## src/rtl/int_stack_sequencer.sv

```systemverilog
// Interrupt-entry / RTI-return sequencer: stalls fetch, drains the pipe, injects
// stack micro-ops into ID/EX and loads the PC with the vector or the popped return address.
module int_stack_sequencer #(
  parameter logic [31:0] VECTOR_ADDR  = 32'd0,
  parameter int          DRAIN_CYCLES = 3,
  parameter int          RET_LAT      = 2
) (
  input  logic        clk,
  input  logic        rst,
  input  logic        INT_In,
  input  logic        RTI_Decoded,
  input  logic        Pipe_Busy,
  input  logic [31:0] Current_PC,
  input  logic [31:0] Popped_PC,
  output logic        Stall_Fetch,
  output logic        Inject_Valid,
  output logic [2:0]  Inject_Op,
  output logic [31:0] Saved_PC,
  output logic        PC_Load,
  output logic [31:0] PC_Target,
  output logic        Int_Ack,
  output logic        Busy
);

  localparam logic [3:0] IDLE       = 4'd0;
  localparam logic [3:0] INT_DRAIN  = 4'd1;
  localparam logic [3:0] PUSH_PC    = 4'd2;
  localparam logic [3:0] PUSH_FLAGS = 4'd3;
  localparam logic [3:0] VECTOR     = 4'd4;
  localparam logic [3:0] RTI_DRAIN  = 4'd5;
  localparam logic [3:0] POP_FLAGS  = 4'd6;
  localparam logic [3:0] POP_PC     = 4'd7;
  localparam logic [3:0] RET_WAIT   = 4'd8;
  localparam logic [3:0] RETURN     = 4'd9;

  localparam logic [2:0] OP_NONE      = 3'd0;
  localparam logic [2:0] OP_PUSH_PC   = 3'd1;
  localparam logic [2:0] OP_PUSH_FLGS = 3'd2;
  localparam logic [2:0] OP_POP_FLGS  = 3'd3;
  localparam logic [2:0] OP_POP_PC    = 3'd4;

  localparam logic [3:0] DRAIN_LAST = 4'(DRAIN_CYCLES - 1);
  localparam logic [3:0] WAIT_LAST  = 4'(RET_LAT - 1);

  logic [3:0] state;
  logic [3:0] state_nxt;
  logic [3:0] counter;
  logic       pending;
  logic       int_in_d;
  logic       int_rise;
  logic       enter_int;

  assign int_rise  = INT_In & ~int_in_d;
  assign enter_int = (state == IDLE) && (state_nxt == INT_DRAIN);

  // RTI wins over a pending interrupt; pending is only looked at in IDLE, so no nesting.
  always_comb begin
    state_nxt = state;
    case (state)
      IDLE: begin
        if (RTI_Decoded)                 state_nxt = RTI_DRAIN;
        else if (pending && !Pipe_Busy)  state_nxt = INT_DRAIN;
      end
      INT_DRAIN:  if (counter == DRAIN_LAST) state_nxt = PUSH_PC;
      PUSH_PC:    state_nxt = PUSH_FLAGS;
      PUSH_FLAGS: state_nxt = VECTOR;
      VECTOR:     state_nxt = IDLE;
      RTI_DRAIN:  if (counter == DRAIN_LAST) state_nxt = POP_FLAGS;
      POP_FLAGS:  state_nxt = POP_PC;
      POP_PC:     state_nxt = RET_WAIT;
      RET_WAIT:   if (counter == WAIT_LAST) state_nxt = RETURN;
      RETURN:     state_nxt = IDLE;
      default:    state_nxt = IDLE;
    endcase
  end

  always_ff @(posedge clk or posedge rst) begin
    if (rst) begin
      state    <= IDLE;
      pending  <= 1'b0;
      int_in_d <= 1'b0;
      counter  <= 4'd0;
      Saved_PC <= 32'd0;
    end else begin
      state    <= state_nxt;
      int_in_d <= INT_In;
      counter  <= (state_nxt != state) ? 4'd0 : counter + 4'd1;
      // A new edge in the same cycle as the clear is kept so it is serviced next.
      if (int_rise)       pending <= 1'b1;
      else if (enter_int) pending <= 1'b0;
      if (enter_int) Saved_PC <= Current_PC;
    end
  end

  always_comb begin
    Stall_Fetch  = 1'b0;
    Inject_Valid = 1'b0;
    Inject_Op    = OP_NONE;
    PC_Load      = 1'b0;
    PC_Target    = 32'd0;
    Int_Ack      = 1'b0;
    Busy         = (state != IDLE);
    case (state)
      INT_DRAIN, RTI_DRAIN, RET_WAIT: Stall_Fetch = 1'b1;
      PUSH_PC: begin
        Stall_Fetch  = 1'b1;
        Inject_Valid = 1'b1;
        Inject_Op    = OP_PUSH_PC;
      end
      PUSH_FLAGS: begin
        Stall_Fetch  = 1'b1;
        Inject_Valid = 1'b1;
        Inject_Op    = OP_PUSH_FLGS;
      end
      VECTOR: begin
        Stall_Fetch = 1'b1;
        PC_Load     = 1'b1;
        PC_Target   = VECTOR_ADDR;
        Int_Ack     = 1'b1;
      end
      POP_FLAGS: begin
        Stall_Fetch  = 1'b1;
        Inject_Valid = 1'b1;
        Inject_Op    = OP_POP_FLGS;
      end
      POP_PC: begin
        Stall_Fetch  = 1'b1;
        Inject_Valid = 1'b1;
        Inject_Op    = OP_POP_PC;
      end
      RETURN: begin
        Stall_Fetch = 1'b1;
        PC_Load     = 1'b1;
        PC_Target   = Popped_PC;
      end
      default: ;
    endcase
  end

endmodule
```

## config.mk

```make
export PLATFORM = sky130hd
export DESIGN_NAME = int_stack_sequencer
export DESIGN_NICKNAME = d
export VERILOG_FILES = /design/src/rtl/int_stack_sequencer.sv
export SDC_FILE = /design/constraint.sdc
export NUM_CORES = 1
export LEC_CHECK = 0
export CELL_PAD_IN_SITES_DETAIL_PLACEMENT = 0
export CELL_PAD_IN_SITES_GLOBAL_PLACEMENT = 1
export CORE_MARGIN = 3
export CORE_UTILIZATION = 40
export CTS_CLUSTER_SIZE = 8
export DETAILED_ROUTE_END_ITERATION = 8
export DONT_BUFFER_PORTS = 1
export PLACE_DENSITY_LB_ADDON = 0.1
export SYNTH_ARGS = -nofsm -noshare
export SYNTH_HDL_FRONTEND = slang
export SYNTH_SLANG_ARGS = --single-unit
```

## constraint.sdc

```tcl
create_clock -name clk -period 4.35 [get_ports clk]
set_input_delay 0.6525 -clock clk [delete_from_list [all_inputs] [get_ports clk]]
set_output_delay 0.6525 -clock clk [all_outputs]
set_load 0.005 [all_outputs]
```

==> results of run 1 <==
power by group through the flow:
stage | clock network (uW) | registers (uW) | logic [uW]
6_report | 259 | 771 | 510
4_1_cts | 271 | 773 | 519
2_1_floorplan | 0 | 693 | 498
5_1_grt | 288 | 802 | 558
3_5_place_dp | 0 | 779 | 515
3_3_place_gp | 0 | 769 | 500
worst max-delay path, stage by stage, from the launching register on:
cell and delay (ps):
dfrtp_1 520, inv_1 170, nor3_2 980, and2_1 280
routing by layer:
layer	vias up	part of all wire, %	wire [um]	track usage (%)
li1	570	-	-	-
met1	605	41	1830	16.8
met2	70	47	2120	21.3
met3	5	11	485	5.53
met4	0	0.83	37	3.95
met5	-	0	0	0
path summary, 6_finish.rpt:
kind | start | end | slack [ps]
worst max-delay path | state[3] | PC_Target[25] | 1450
worst min-delay path | rst | Saved_PC[30] | 390
worst max register to register | state[2] | Saved_PC[6] | 2100
worst min register to register | Saved_PC[8] | Saved_PC[8] | 550
max in group asynchronous | rst | Saved_PC[8] | 3180
min in group clk | INT_In | int_in_d | 390
through the flow:
step           cells  power (uW)  area [um2]
6_report         239        1540        2280
2_1_floorplan    170        1190        2160
3_5_place_dp     231        1290        2180
5_1_grt          239        1650        2280
4_1_cts          239        1560        2280
3_3_place_gp     231        1270        2180
placed cells by master, fill, tap and decap left out, drive strengths merged:
| master | Yosys | layout |
|---|---|---|
| buf | 5 | 1 |
| nand2b | 3 | 3 |
| nor3b | 2 | 2 |
| o21ai | 1 | 1 |
| or2 | 1 | 1 |
| ha | 3 | 3 |
| dfrtp | 42 | 42 |
| nor3 | 2 | 2 |
| a31oi | 1 | 1 |
| a311oi | 1 | 1 |
| a21oi | 7 | 7 |
| a22o | 1 | 1 |
| or3b | 1 | 1 |
| xor2 | 1 | 1 |
| xnor2 | 2 | 2 |
| o311ai | 1 | 1 |
| nand3 | 3 | 3 |
| nor4b | 1 | 1 |
| o41ai | 1 | 1 |
| mux2 | 32 | 32 |
| nor2b | 1 | 1 |
| nand4b | 1 | 1 |
| a32oi | 1 | 1 |
| nor2 | 5 | 5 |
| and2 | 33 | 33 |
| nand2 | 2 | 2 |
| inv | 9 | 10 |
| a211oi | 1 | 1 |
| clkbuf | 5 | 7 |
| a221o | 1 | 1 |
cells by family (layout without fill, tap and decap cells):
kind of cell | Yosys count | count (layout) | share of synthesized area (%)
buffers and inverters | 19 | 18 | 4.76
AO/OA/AOI/OAI | 16 | 16 | 4.99
XOR/XNOR | 3 | 3 | 1.22
multiplexers | 32 | 32 | 21.8
flip-flops | 42 | 42 | 48.8
AND/OR/NAND/NOR | 55 | 55 | 16.8
adder cells (fa/ha/maj) | 3 | 3 | 1.74
area by class of cell:
type	instances	area [um2]	area share, %
flip-flops and latches	42	1050	46.2
multi-input cells	109	1000	44.0
well taps	70	87.6	3.85
clock buffers	7	86.3	3.79
inverters	9	33.8	1.48
clock inverters	1	8.76	0.385
repair buffers	1	7.51	0.330
state kept, by name, indices dropped and copies added (netlist names):
register and count:
state 4, int_in_d 1, Saved_PC 32, pending 1, counter 4
==> summary.md, run 1 <==
| Metric | Value |
|---|---|
| Syn avg cell area | `12.7 um2` |
| GRT Overall Usage | `13.4%` |
| Slew Limit Headroom | `about 20%` |
| Fin. Hold Viols | `0` |
| Yosys warns | `0` |
| Internal Pwr Total | `a little over 1000 uW` |
| # Max-Cap Violations | `0` |
| Post-synthesis cell area | `2160 um2` |
| Layout cell share with drive strength beyond 1 | `about a quarter` |
| Switching Power | `roughly 520 uW` |
| First-pass GRT wire length | `approximately 6.6 mm` |
| Data arrival, critical path | `2250 ps` |
| Detail Placement HPWL | `~3.5 mm` |
| IO Pins | `roughly 140` |
| # setup viols final | `0` |
| FF+latch count, synth | `42` |
| Width of the die | `79.4 um` |
| Fin util | `between 40 and 50%` |
| RePlAce Congestion | `a little under 0.8` |
| Static Leak | `roughly 0.0011 uW` |
| CTS Buffer Depth | `2` |
| Sequential element share of the synthesized area | `roughly half` |
| Fillers | `about 470` |
| Starting density of the core | `between 40% and 50%` |
| Number of vias per cell | `5.23` |
| Worst setup SP type | `register` |
| Worst Clk Skew | `5.35 ps` |
| Height of the die | `between 70 and 80 um` |
| PortBufs | `0` |
| Maximum resistive drop on vdd | `0.000328 V` |
| Share of Yosys cell area claimed by the top area cell type | `48.8%` |
| Sum Neg Setup Slack | `0 ps` |
| Net Count, Synth | `242` |
| Sw frac | `33.9%` |
| Worst Setup End Kind | `primary output` |
| Num Clock Sinks | `between 40 and 50` |
| Worst min-delay path category | `input pin to async pin` |
| Largest net degree at the start of global routing | `34` |
| Fin crit period | `2900 ps` |
| DR WL/cell | `18.8 um` |
| Top FF cell, synth | `dfrtp_1` |
| Asr flop ratio synth | `100%` |
| Iter 0 DRT Violations | `42` |
| Worst R2R Path Depth | `3` |
| Synth unique cells | `33` |
| Fin nets | `between 200 and 250` |
| Combinational share of power | `between 30% and 40%` |
| Worst Slack Setup Final | `around 1500 ps` |
| Total gr overflow | `0` |
| Worst slew pin tran | `1190 ps` |
| CP Class | `register to primary output` |
| Status | `completed` |
| CTS buffer count | `5` |
| Vias in the first global route | `between 1000 and 1500` |
| Antenna Cells | `0` |
| Hold_buf cts | `0` |
| Die Area | `about 6300 um2` |
| Worst skew pair latency | `290 ps` |
| Slew Limit Fails | `0` |
| Leading area contributor after synthesis | `dfrtp_1` |
| Most common cell in the synthesized netlist | `dfrtp_1` |
| Crit-path max FO | `33` |
| Pwr dens | `~680 nW/um2` |
| Area delta synth->final | `5.63%` |
| Reg clk slew, reported paths | `approximately 80 ps` |
| Hold_ws | `between 300 and 400 ps` |
| Initial antenna violation count | `0` |
| Peak Freq | `about 350 MHz` |
| EDFF count, synth | `0` |
| Largest cells by area after synthesis | `dfrtp_1 49%, mux2_4 20%, and2_1 9.6%` |
| First-pass iteration count of the detailed router | `4` |
| TritonCTS clock tree | `built` |
| H-tree Lvls | `2` |
| Root buffer cell | `clkbuf_8` |
| Fin crit share | `between 60% and 70%` |
| Mapped Cells | `170` |
| Routed WL | `4.48 mm` |
| Resize count post-CTS | `0` |
| Antenna Nets Post-Route | `0` |
| DRC viols | `0` |
| Synth top cells by count | `42 x dfrtp_1, 33 x and2_1, 29 x mux2_4, 9 x inv_1, 7 x a21oi_1` |
| RSZ-0062 raised after global routing | `false` |
| Vias | `roughly 1300` |
| DP Worst Slack | `1770 ps` |
| FP Rows | `26` |
| CP required | `3700 ps` |
| Sequential power share | `between 50% and 60%` |
| Core Area | `between 5000 and 6000 um2` |
| Post-CTS setup buffers | `0` |
| Clock share of power | `16.8%` |
No activity file was read; power rests on OpenSTA's default activity.
==> inputs of run 2 (changes only) <==
==> constraint.sdc (replaced) <==
create_clock -name clk -period 2.4 [get_ports clk]
set_input_delay 0.36 -clock clk [delete_from_list [all_inputs] [get_ports clk]]
set_output_delay 0.36 -clock clk [all_outputs]
set_load 0.005 [all_outputs]
==> summary.md, run 2 (synthesized netlist as in run 1, its figures left out) <==
| Metric | Value |
|---|---|
| Most common cell after layout, fill and taps aside | `dfrtp_1` |
| DR WL/cell | `19.1 um (+1.8%)` |
| Antenna Nets Post-Route | `0 (unchanged)` |
| IO Pins | `141 (unchanged)` |
| Antenna Cells | `0 (unchanged)` |
| Num Clock Sinks | `42 (unchanged)` |
| CP required | `2040 ps (-1660 ps)` |
| Total power draw | `2790 uW (+81%)` |
| DRC viols | `0 (unchanged)` |
| CTS buffer count | `5 (unchanged)` |
| Worst Clk Skew | `5.04 ps (-0.317 ps)` |
| Number of flip-flops in the largest register | `32 (unchanged)` |
| Fin crit period | `between 2000 and 2500 ps` |
| Die Area | `6310 um2 (unchanged)` |
| Number of vias per cell | `5.23 (about the same)` |
| CTS Buffer Depth | `2 (unchanged)` |
| Crit-path max FO | `33 (unchanged)` |
| Vias in the first global route | `1267 (+0.88%)` |
| Height of the die | `79.4 um (unchanged)` |
| Most frequent cells in the layout | `42 x dfrtp_1, 33 x and2_1, 29 x mux2_4` |
| Combinational share of power | `33.1% (about the same)` |
| TritonCTS clock tree | `built` |
| Fillers | `465 (-0.64%)` |
| Static Leak | `0.00112 uW (+1.7%)` |
| Internal Pwr Total | `1840 uW (+81%)` |
| Detail Placement HPWL | `3.54 mm (+2.6%)` |
| Layout cell share with drive strength beyond 1 | `28.1% (+1.4 points)` |
| Fin crit share | `85.2%` |
| Worst skew pair latency | `290 ps (about the same)` |
| First-pass GRT wire length | `6.67 mm (+1.5%)` |
| PortBufs | `0 (unchanged)` |
| FP Rows | `26 (unchanged)` |
| Sum Neg Setup Slack | `0 ps (unchanged)` |
| Resize count post-CTS | `0 (unchanged)` |
| # setup viols final | `0 (unchanged)` |
| RePlAce Congestion | `0.778 (-1.6%)` |
| Fin nets | `242 (+0.83%)` |
| Biggest register | `Saved_PC` |
| Worst Setup End Kind | `primary output` |
| H-tree Lvls | `2 (unchanged)` |
| Routed WL | `4.60 mm (+2.6%)` |
| Worst min-delay path category | `input pin to async pin` |
| Non-Filler Instances | `241 (+0.84%)` |
| # Max-Cap Violations | `0 (unchanged)` |
| Area delta synth->final | `7.49%` |
| Peak Freq | `~490 MHz` |
| Width of the die | `79.4 um (unchanged)` |
| Slew Limit Headroom | `48.3% (+28 points)` |
| Sequential power share | `50.2% (about the same)` |
| Total gr overflow | `0 (unchanged)` |
| Iter 0 DRT Violations | `59 (+40%)` |
| RSZ-0062 raised after global routing | `false` |
| First-pass iteration count of the detailed router | `4 (unchanged)` |
| Data arrival, critical path | `1680 ps (-570 ps)` |
| Maximum resistive drop on vdd | `0.000429 V (+31%)` |
| Sw frac | `34.0% (+0.079 points)` |
| Starting density of the core | `41.7% (unchanged)` |
| Root buffer cell | `clkbuf_8` |
| GRT Overall Usage | `14.0% (+0.55 points)` |
| Clock share of power | `16.8% (about the same)` |
| Switching Power | `949 uW (+82%)` |
| Pwr dens | `1210 nW/um2 (+78%)` |
| Post-CTS setup buffers | `0 (unchanged)` |
| Hold_buf cts | `0 (unchanged)` |
| Inst Count DP | `233 (+0.87%)` |
| Initial antenna violation count | `0 (unchanged)` |
| CP Class | `register to primary output` |
| Worst setup SP type | `register` |
| Largest net degree at the start of global routing | `34 (unchanged)` |
| Core Area | `5170 um2 (unchanged)` |
| Vias | `1260 (+0.80%)` |
| Slew Limit Fails | `0 (unchanged)` |
| Reg clk slew, reported paths | `80 ps (about the same)` |
| Fin. Hold Viols | `0 (unchanged)` |
| Status | `completed` |
| Largest regs | `Saved_PC: 32 flops, counter: 4 flops, state: 4 flops` |
| Worst slew pin tran | `765 ps (-428 ps)` |
[run 2: changes by cell type in the layout (fill, tap and decap cells not counted), sizes merged]
cell,change
clkinvlp,+1
clkbuf,-1
clkinv,+1
buf,+2
inv,-1
[run 2: final timing paths]
path                                     end  startpoint  slack, ps  cells after the start
max in group asynchronous       Saved_PC[10]         rst       1750                      2
min in group clk                    int_in_d      INT_In         90                      0
worst min-delay path             Saved_PC[2]         rst         70                      1
worst max-delay path                 PC_Load    state[1]        360                      4
worst max register to register   Saved_PC[2]    state[1]        480                      4
worst min register to register    counter[0]  counter[0]        520                      1
[run 2: worst max-delay path, stage by stage (launching register included)]
cell	delay, ps
dfrtp_1	610
nand2b_1	200
nor3_2	50
buf_4	210
or2_2	320
[run 2: power groups by stage]
| stage | combinational (uW) | clock [uW] | sequential (uW) |
|---|---|---|---|
| 3_3_place_gp | 901 | 0 | 1410 |
| 4_1_cts | 937 | 490 | 1410 |
| 2_1_floorplan | 903 | 0 | 1260 |
| 3_5_place_dp | 930 | 0 | 1420 |
| 5_1_grt | 1010 | 524 | 1450 |
| 6_report | 924 | 468 | 1400 |
[run 2: layout make-up]
type	count	area (um2)	share of cell area (%)
clock buffer	6	82.6	3.56
clock inverter	2	12.5	0.540
inverter	9	33.8	1.46
multi-input combinational	109	1000	43.3
sequential	42	1050	45.4
tap	70	87.6	3.78
timing repair buffer	3	47.5	2.05
[run 2: routing by layer]
metal	GRT usage, %	vias to the layer above	share of wire, %
met4	4.12	0	0.93
met3	6.32	4	11
met2	22.5	79	49
met5	0	-	0
met1	16.9	606	39
li1	-	571	-
[run 2: per-stage QoR]
stage,hold WS [ps],worst slack (ps),area [um2],utilization [%]
2_1_floorplan,391,853,2160,-
3_5_place_dp,392,483,2220,43.0
3_3_place_gp,372,533,2220,43.0
4_1_cts,78.9,352,2320,44.8
5_1_grt,70.7,256,2320,44.8
6_report,65.9,356,2320,44.8
==> inputs of run 3 (changes only) <==
==> constraint.sdc (replaced) <==
create_clock -name clk -period 2 [get_ports clk]
set_input_delay 0.3 -clock clk [delete_from_list [all_inputs] [get_ports clk]]
set_output_delay 0.3 -clock clk [all_outputs]
set_load 0.005 [all_outputs]
==> summary.md, run 3 (synthesized netlist as in run 1, its figures left out) <==
| Metric | Value |
|---|---|
| PortBufs | `0 (unchanged)` |
| Area delta synth->final | `9.05%` |
| CTS Buffer Depth | `2 (unchanged)` |
| Data arrival, critical path | `1580 ps (-100 ps)` |
| Peak Freq | `approximately 530 MHz` |
| Pwr dens | `1470 nW/um2 (+22%)` |
| Iter 0 DRT Violations | `38 (-36%)` |
| Initial antenna violation count | `0 (unchanged)` |
| Worst Clk Skew | `5.42 ps (+0.381 ps)` |
| Worst skew pair latency | `280 ps (about the same)` |
| Number of flip-flops in the largest register | `32 (unchanged)` |
| RSZ-0062 raised after global routing | `false` |
| Slew Limit Fails | `0 (unchanged)` |
| Maximum resistive drop on vdd | `0.000722 V (+68%)` |
| First-pass iteration count of the detailed router | `4 (unchanged)` |
| Vias in the first global route | `1237 (-2.4%)` |
| DP Worst Slack | `273 ps (-210 ps)` |
| Height of the die | `79.4 um (unchanged)` |
| Most common cell after layout, fill and taps aside | `dfrtp_1` |
| Worst min-delay path category | `input pin to register` |
| DR WL/cell | `17.5 um (-8.4%)` |
| FP Rows | `26 (unchanged)` |
| Largest regs | `Saved_PC: 32 flops, counter: 4 flops, state: 4 flops` |
| Most frequent cells in the layout | `42 x dfrtp_1, 33 x and2_1, 29 x mux2_4` |
| IO Pins | `141 (unchanged)` |
| Worst slew pin tran | `707 ps (-58.5 ps)` |
| TritonCTS clock tree | `built` |
| Starting density of the core | `41.7% (unchanged)` |
| Antenna Nets Post-Route | `0 (unchanged)` |
| GRT Overall Usage | `12.8% (-1.2 points)` |
| Post-CTS setup buffers | `0 (unchanged)` |
| DRC viols | `0 (unchanged)` |
| Worst setup SP type | `register` |
| Fin nets | `247 (+2.1%)` |
| Num Clock Sinks | `42 (unchanged)` |
| Fin crit share | `between 90% and 100%` |
| Slew Limit Headroom | `52.3% (+4.0 points)` |
| Worst Setup End Kind | `primary output` |
| Worst Slack Setup Final | `117 ps (-239 ps)` |
| Biggest register | `Saved_PC` |
| Vias | `1264 (+0.32%)` |
| Fin. Hold Viols | `0 (unchanged)` |
| Number of vias per cell | `5.14 (-1.7%)` |
| CP required | `1700 ps (-340 ps)` |
| Total gr overflow | `0 (unchanged)` |
| Sum Neg Setup Slack | `0 ps (unchanged)` |
| Crit path cell chain | `buf_4 > nand2b_1 > nor3_2 > buf_6 > and2_1` |
| Root buffer cell | `clkbuf_8` |
| CP Class | `register to primary output` |
| Die Area | `6310 um2 (unchanged)` |
| # Max-Cap Violations | `0 (unchanged)` |
| Reg clk slew, reported paths | `80 ps (about the same)` |
| CTS buffer count | `5 (unchanged)` |
| Crit-path max FO | `33 (unchanged)` |
| Static Leak | `0.00114 uW (+1.6%)` |
| Core Area | `5170 um2 (unchanged)` |
| Antenna Cells | `0 (unchanged)` |
| Largest net degree at the start of global routing | `34 (unchanged)` |
| Fin crit period | `between 1500 and 2000 ps` |
| Detail Placement HPWL | `3.32 mm (-6.3%)` |
| CP max stage cell | `dfrtp_1` |
| Critical path's largest stage delay | `410 ps (-200 ps)` |
| Status | `completed` |
| Layout cell share with drive strength beyond 1 | `29.0% (+0.91 points)` |
| Width of the die | `79.4 um (unchanged)` |
| RePlAce Congestion | `0.741 (-4.8%)` |
| Routed WL | `4.30 mm (-6.5%)` |
| # setup viols final | `0 (unchanged)` |
| First-pass GRT wire length | `6.32 mm (-5.3%)` |
| H-tree Lvls | `2 (unchanged)` |
[run 3: worst max-delay path: cells and delay by family, from the launching register on]
family | cells | cell delay, ps
buf+inv | 2 | 390
flops | 1 | 410
simple gates | 3 | 490
[run 3: path summary, 6_finish.rpt]
check	end	cells after the start	from	slack, ps
min in group asynchronous	Saved_PC[18]	3	rst	540
max in group asynchronous	int_in_d	3	rst	1240
max	PC_Target[17]	5	state[1]	120
min	int_in_d	0	INT_In	40
min reg2reg	counter[0]	1	counter[0]	520
max reg2reg	counter[0]	5	counter[0]	260
[run 3: layout make-up]
| cell class | count | area, um2 |
|---|---|---|
| Clock buffer | 6 | 72.6 |
| Clock inverter | 2 | 37.5 |
| Fill cell | 448 | 2820 |
| Inverter | 9 | 33.8 |
| Multi-Input combinational cell | 109 | 1000 |
| Sequential cell | 42 | 1050 |
| Tap cell | 70 | 87.6 |
| Timing Repair Buffer | 8 | 66.3 |
[run 3: through the flow]
step	util [%]	cells	hold WS, ps	instance area, um2	power, uW
4_1_cts	45.4	246	29.3	2350	3510
3_3_place_gp	43.1	237	257	2230	2800
5_1_grt	45.5	246	24.2	2350	3700
3_5_place_dp	43.1	237	271	2230	2840
6_report	45.5	246	43.2	2350	3450
2_1_floorplan	-	170	331	2160	2590
[run 3: where the power goes]
group,internal (uW),switching (uW)
Clock,372,271
Combinational,723,500
Sequential,1250,340
[run 3: timing repair]
action | 4_1_cts | 5_1_grt
gates resized for setup | 0 | 1
hold endpoints to repair | 42 | 0
setup endpoints to repair | 0 | 32
hold buffers | 1 | 0
[run 3: routing by layer]
metal	vias up	wire (um)	track usage, %
met3	5	528	6.32
met1	602	1670	16.5
met5	-	0	0
met2	81	2070	18.9
met4	0	26	3.61
li1	576	-	-
